===== config.mk =====
export PLATFORM = sky130hd
export DESIGN_NAME = alu_arbiter
export DESIGN_NICKNAME = d
export VERILOG_FILES = /design/src/rtl/alu_arbiter.sv
export SDC_FILE = /design/constraint.sdc
export NUM_CORES = 1
export LEC_CHECK = 0
export ABC_AREA = 1
export BUFFER_PORTS_ARGS = -buffer_cell sky130_fd_sc_hd__buf_2
export CAP_MARGIN = 0
export CORE_MARGIN = 3
export CORE_UTILIZATION = 35
export DETAILED_ROUTE_END_ITERATION = 10
export PLACE_DENSITY = 0.65
export SLEW_MARGIN = 15
export SYNTH_ARGS = -nofsm -noshare
export SYNTH_HDL_FRONTEND = slang
export SYNTH_SLANG_ARGS = --single-unit
export TNS_END_PERCENT = 1

===== constraint.sdc =====
create_clock -name clk -period 5.47 [get_ports clk]
set_input_delay 1.094 -clock clk [delete_from_list [all_inputs] [get_ports clk]]
set_output_delay 1.094 -clock clk [all_outputs]
set_load 0.02 [all_outputs]

===== src/rtl/alu_arbiter.sv =====
// rtl/alu_arbiter.sv - two-requester round-robin front end for a shared multi-cycle ALU
module alu_arbiter #(
    parameter int MULCYCLES = 2
) (
    input  logic        clk,
    input  logic        reset,
    input  logic        req0,
    input  logic        req1,
    input  logic [2:0]  op0,
    input  logic [2:0]  op1,
    input  logic [31:0] a0,
    input  logic [31:0] b0,
    input  logic [31:0] a1,
    input  logic [31:0] b1,
    output logic        gnt0,
    output logic        gnt1,
    output logic [31:0] alu_a,
    output logic [31:0] alu_b,
    output logic [2:0]  alu_ctrl,
    input  logic [31:0] alu_res1,
    input  logic [31:0] alu_res2,
    input  logic [3:0]  alu_flags,
    output logic        rsp_valid,
    output logic        rsp_id,
    output logic        rsp_err,
    output logic [31:0] rsp_res1,
    output logic [31:0] rsp_res2,
    output logic [3:0]  rsp_flags,
    output logic        busy
);

    typedef enum logic [1:0] {IDLE, EXEC, ERR} state_t;

    localparam logic [3:0] MUL_CNT = 4'(MULCYCLES);

    state_t      state;
    state_t      state_nxt;
    logic        rr;
    logic        owner;
    logic [3:0]  cnt;
    logic        grant;
    logic        win;
    logic [2:0]  win_op;

    always_comb begin
        gnt0      = 1'b0;
        gnt1      = 1'b0;
        state_nxt = state;
        case (state)
            IDLE: begin
                // rr only matters when both requesters compete
                if (req0 && (!req1 || !rr))
                    gnt0 = 1'b1;
                else if (req1)
                    gnt1 = 1'b1;
            end
            default: ;
        endcase
        grant  = gnt0 | gnt1;
        win    = gnt1;
        win_op = win ? op1 : op0;
        case (state)
            IDLE:    if (grant) state_nxt = (win_op == 3'b111) ? ERR : EXEC;
            EXEC:    if (cnt == 4'd1) state_nxt = IDLE;
            ERR:     state_nxt = IDLE;
            default: state_nxt = IDLE;
        endcase
    end

    assign busy = (state != IDLE);

    always_ff @(posedge clk or posedge reset) begin
        if (reset) begin
            state     <= IDLE;
            rr        <= 1'b0;
            owner     <= 1'b0;
            cnt       <= 4'd0;
            alu_a     <= 32'd0;
            alu_b     <= 32'd0;
            alu_ctrl  <= 3'd0;
            rsp_valid <= 1'b0;
            rsp_id    <= 1'b0;
            rsp_err   <= 1'b0;
            rsp_res1  <= 32'd0;
            rsp_res2  <= 32'd0;
            rsp_flags <= 4'd0;
        end else begin
            state     <= state_nxt;
            rsp_valid <= 1'b0;
            case (state)
                IDLE: begin
                    if (grant) begin
                        alu_ctrl <= win_op;
                        alu_a    <= win ? a1 : a0;
                        alu_b    <= win ? b1 : b0;
                        owner    <= win;
                        rr       <= ~win;
                        cnt      <= win_op[2] ? MUL_CNT : 4'd1;
                    end
                end
                EXEC: begin
                    cnt <= cnt - 4'd1;
                    if (cnt == 4'd1) begin
                        rsp_valid <= 1'b1;
                        rsp_id    <= owner;
                        rsp_err   <= 1'b0;
                        rsp_res1  <= alu_res1;
                        rsp_res2  <= alu_res2;
                        rsp_flags <= alu_flags;
                    end
                end
                ERR: begin
                    // illegal op never reaches the ALU result path
                    rsp_valid <= 1'b1;
                    rsp_id    <= owner;
                    rsp_err   <= 1'b1;
                    rsp_res1  <= 32'd0;
                    rsp_res2  <= 32'd0;
                    rsp_flags <= 4'd0;
                end
                default: ;
            endcase
        end
    end

endmodule


==> impl_results.rst <==
.. list-table::
   :header-rows: 1

   * - Metric
     - Value
   * - Vias in the first global route
     - 5,856
   * - Synthesized-area fraction occupied by xor and xnor cells
     - 0
   * - Number of routed nets with antenna violations
     - 0
   * - Drt total wl
     - 19.9 mm
   * - Core Area
     - 17,400 sq um
   * - Part of the cycle the worst path needs
     - 0.650
   * - Total Nets Final
     - 1,283
   * - Mapped Area
     - 6240 sq um
   * - Clock tree root driver cell
     - sky130_fd_sc_hd__clkbuf_16
   * - Final count of pins violating max slew
     - 0
   * - First DRT Iteration DRCs
     - 253
   * - Clock transition time at the flip-flop clock pins of the worst setup and hold paths
     - 70 ps
   * - DRC violations left
     - 0
   * - Gr ovfl total
     - 0
   * - Proportion of synthesized chip area in sequential cells
     - 0.585
   * - Cells after synthesis
     - 742
   * - Gr usage total
     - 0.198
   * - Terminus of the critical flop-to-flop path
     - alu_a[19]
   * - Die Y
     - 140 microns
   * - Synthesized flop and latch total
     - 146
   * - Initial core utilization
     - 0.360
   * - Setup repair after global routing missed its margin
     - false
   * - Global placer's final weighted congestion
     - 0.808
   * - Worst slew slack as a fraction of its limit
     - 0.332
   * - Maximum count of clock buffers along a single path
     - 2
   * - IO Count
     - 347
   * - Required time at the endpoint of the critical path
     - 4380 ps
   * - Layout overhead on the synthesized area
     - 38.7%
   * - CP Data Arrival Time
     - 2460 ps
   * - Number of input and output port buffers inserted
     - 346
   * - Total power divided by cell area
     - 609 nW/um^2
   * - Hold path endpoint
     - alu_a[18]
   * - Leading area contributor after synthesis
     - sky130_fd_sc_hd__dfrtp_1
   * - Largest fanout of any net on the critical path
     - 65
   * - Setup slack of the worst register-to-register path
     - 3070 ps
   * - Compound-gate portion of the synthesized area
     - 0.0118
   * - Average wire length per cell after detail routing
     - 15.1 microns
   * - Clock tree skew after final layout
     - 12.4 ps
   * - Final min period
     - 3550 ps
   * - Outcome
     - completed
   * - Pin count of the biggest net entering global routing
     - 73
   * - Number of hold-slack violations in the final timing report
     - 0
   * - TritonCTS sink count
     - 146
   * - Peak VDD IR
     - 0.259 mV
   * - Initial antenna violation count
     - 4
   * - Leak pwr
     - 4.97 nW
   * - Main combinational cell family by area after synthesis
     - simple AND/OR/NAND/NOR gates
   * - Layer with the highest usage
     - met2
   * - Die footprint
     - 19,500 sq um
   * - Insertion delay to the later sink of the worst-skew pair
     - 420 ps
   * - Die width
     - 140 microns
   * - Post-synth cell types
     - 21
   * - Post-DR vias/cell
     - 4.64
   * - Start point of the worst hold path
     - alu_a[18]
   * - Simple-gate share of the synthesized area
     - 0.344
   * - Clock tree from TritonCTS
     - yes
   * - Global-route wire length before repair
     - 30.9 mm
   * - Met1 GRT Util
     - 0.244
   * - Proportion of layout cells with a drive suffix above 1
     - 0.363
   * - Met2 capacity usage during global routing
     - 0.328
   * - Half-perimeter wire length after placement
     - 14.3 mm
   * - Start-to-end type of the worst setup path
     - input port to output pin
   * - Worst-margin pin slew
     - 1000 ps
   * - Number of post-CTS setup repair buffers
     - 0
   * - Total via count in the routed design
     - 6,093
   * - Met3 track demand over resource in global routing
     - 0.0715
   * - Max_cap viols
     - 0
   * - R2R cell count
     - 7
   * - Count of final setup violators
     - 0
   * - Multiplexer fraction of the synthesized cell area
     - 0
   * - Cells resized by post-CTS repair
     - 0
   * - Post-Synthesis Net Count
     - 953
   * - Mean instance size in the synthesized netlist
     - 8.42 sq um
   * - Post-synth top area share
     - 0.585
   * - CTS H-Tree Depth
     - 4
   * - FP Rows
     - 48
   * - Total iterations of the first detailed-routing run
     - 5
   * - Most area-consuming cells after synthesis
     - sky130_fd_sc_hd__dfrtp_1 (59%), sky130_fd_sc_hd__nand2_1 (22%), sky130_fd_sc_hd__nand3_1 (12%)
   * - YS warnings
     - 0
   * - Max Clock Freq
     - 0.281 GHz
   * - Worst Hold Depth
     - 2
   * - Number of buffers created by CTS
     - 17
   * - Kind of launch point of the worst setup path
     - input port
   * - Fin Setup TNS
     - 0 ps
   * - Hold buffers post-CTS
     - 0
   * - Path category of the worst min-delay check
     - register to register
   * - Post-synthesis share of cell area spent on full adders, half adders and majority gates
     - 0.0100
   * - Startpoint of the worst register-to-register path
     - state[1]
   * - Nature of the critical path endpoint
     - output pin
   * - Overall power after layout
     - 5.28 mW
[power by group]
group / internal [mW] / switching [mW] / total [mW]
Combinational: 0.756 / 1.58 / 2.33
Sequential: 1.57 / 0.254 / 1.82
Clock: 0.603 / 0.518 / 1.12
[critical path: stages]
cell                      delay [ps]
sky130_fd_sc_hd__buf_2            90
sky130_fd_sc_hd__nand2_1          60
sky130_fd_sc_hd__nand2_1         190
sky130_fd_sc_hd__nand2_2         130
sky130_fd_sc_hd__inv_2            60
sky130_fd_sc_hd__buf_4           530
sky130_fd_sc_hd__buf_2           290
[through the flow]
step                hold WS, ps  utilization  area, sq um  setup slack [ps]  cells
floorplan                   450            -         6240               453    742
global placement            459        0.466         8090              1930   1278
detailed placement          464        0.466         8090              1910   1278
CTS                         480        0.499         8650              1910   1310
global route                502        0.499         8660              1700   1313
finish                      477        0.499         8660              1920   1314
[registers in the layout, summed over array words and instances, names as in the netlist]
name / flops
cnt: 4
rr: 1
rsp_res1: 32
rsp_res2: 32
rsp_err: 1
rsp_id: 1
state: 2
alu_ctrl: 3
rsp_flags: 4
owner: 1
rsp_valid: 1
alu_a: 32
alu_b: 32
[cell usage after synthesis]
| library cell | instances |
|---|---|
| sky130_fd_sc_hd__o21ai_0 | 6 |
| sky130_fd_sc_hd__a21oi_1 | 3 |
| sky130_fd_sc_hd__ha_1 | 5 |
| sky130_fd_sc_hd__buf_6 | 5 |
| sky130_fd_sc_hd__a22o_1 | 1 |
| sky130_fd_sc_hd__inv_1 | 16 |
| sky130_fd_sc_hd__nand3b_1 | 1 |
| sky130_fd_sc_hd__buf_2 | 13 |
| sky130_fd_sc_hd__a21boi_0 | 1 |
| sky130_fd_sc_hd__nand4_4 | 1 |
| sky130_fd_sc_hd__nor2_2 | 1 |
| sky130_fd_sc_hd__buf_4 | 6 |
| sky130_fd_sc_hd__nand2_2 | 1 |
| sky130_fd_sc_hd__nor3_1 | 1 |
| sky130_fd_sc_hd__dfrtp_1 | 146 |
| sky130_fd_sc_hd__nor2_1 | 9 |
| sky130_fd_sc_hd__nand3_1 | 145 |
| sky130_fd_sc_hd__nand2_1 | 358 |
| sky130_fd_sc_hd__a31oi_1 | 2 |
| sky130_fd_sc_hd__inv_2 | 3 |
| sky130_fd_sc_hd__clkbuf_1 | 18 |
[how the worst max path moves through the flow]
stage | start | end | slack, ps | depth (start not counted)
after floorplan | reset | alu_a[0] | 450 | 1
after global placement | req1 | gnt1 | 1930 | 7
after detailed placement | req1 | gnt1 | 1910 | 7
after CTS | req1 | gnt1 | 1910 | 7
after global routing | state[1] | gnt1 | 1700 | 8
final | req1 | gnt1 | 1920 | 7
[cells in the final DEF (no fill, tap or decap), drive strengths merged]
cell        n
dfrtp     146
inv        27
nand2     359
a31oi       2
clkinvlp    3
clkinv      4
nand3     145
diode       4
nand4       1
a22o        1
clkbuf     17
a21boi      1
nor3        1
ha          5
nand3b      1
a21oi       3
o21ai       6
nor2       10
buf       353
[final cells by class]
class	instances	area (sq um)
multi-input cells	535	2290
diodes	4	10.0
flip-flops and latches	146	3650
clock inverters	15	139
inverters	19	77.6
fillers	1708	8690
well taps	225	282
repair buffers	353	1780
clock buffers	17	425
[kinds of logic after synthesis]
family,Yosys count
AND/OR/NAND/NOR,517
flip-flops,146
buffers and inverters,61
AO/OA/AOI/OAI,13
adder cells (fa/ha/maj),5
[metal layers]
metal  routed length [microns]  share of wire  up-vias
li1                          -              -     3030
met1                      7930           0.40     2793
met2                      9770           0.49      253
met3                      1890          0.095       17
met4                       272          0.014        0
met5                         0              0        -
(Power assumes the default switching activity.)
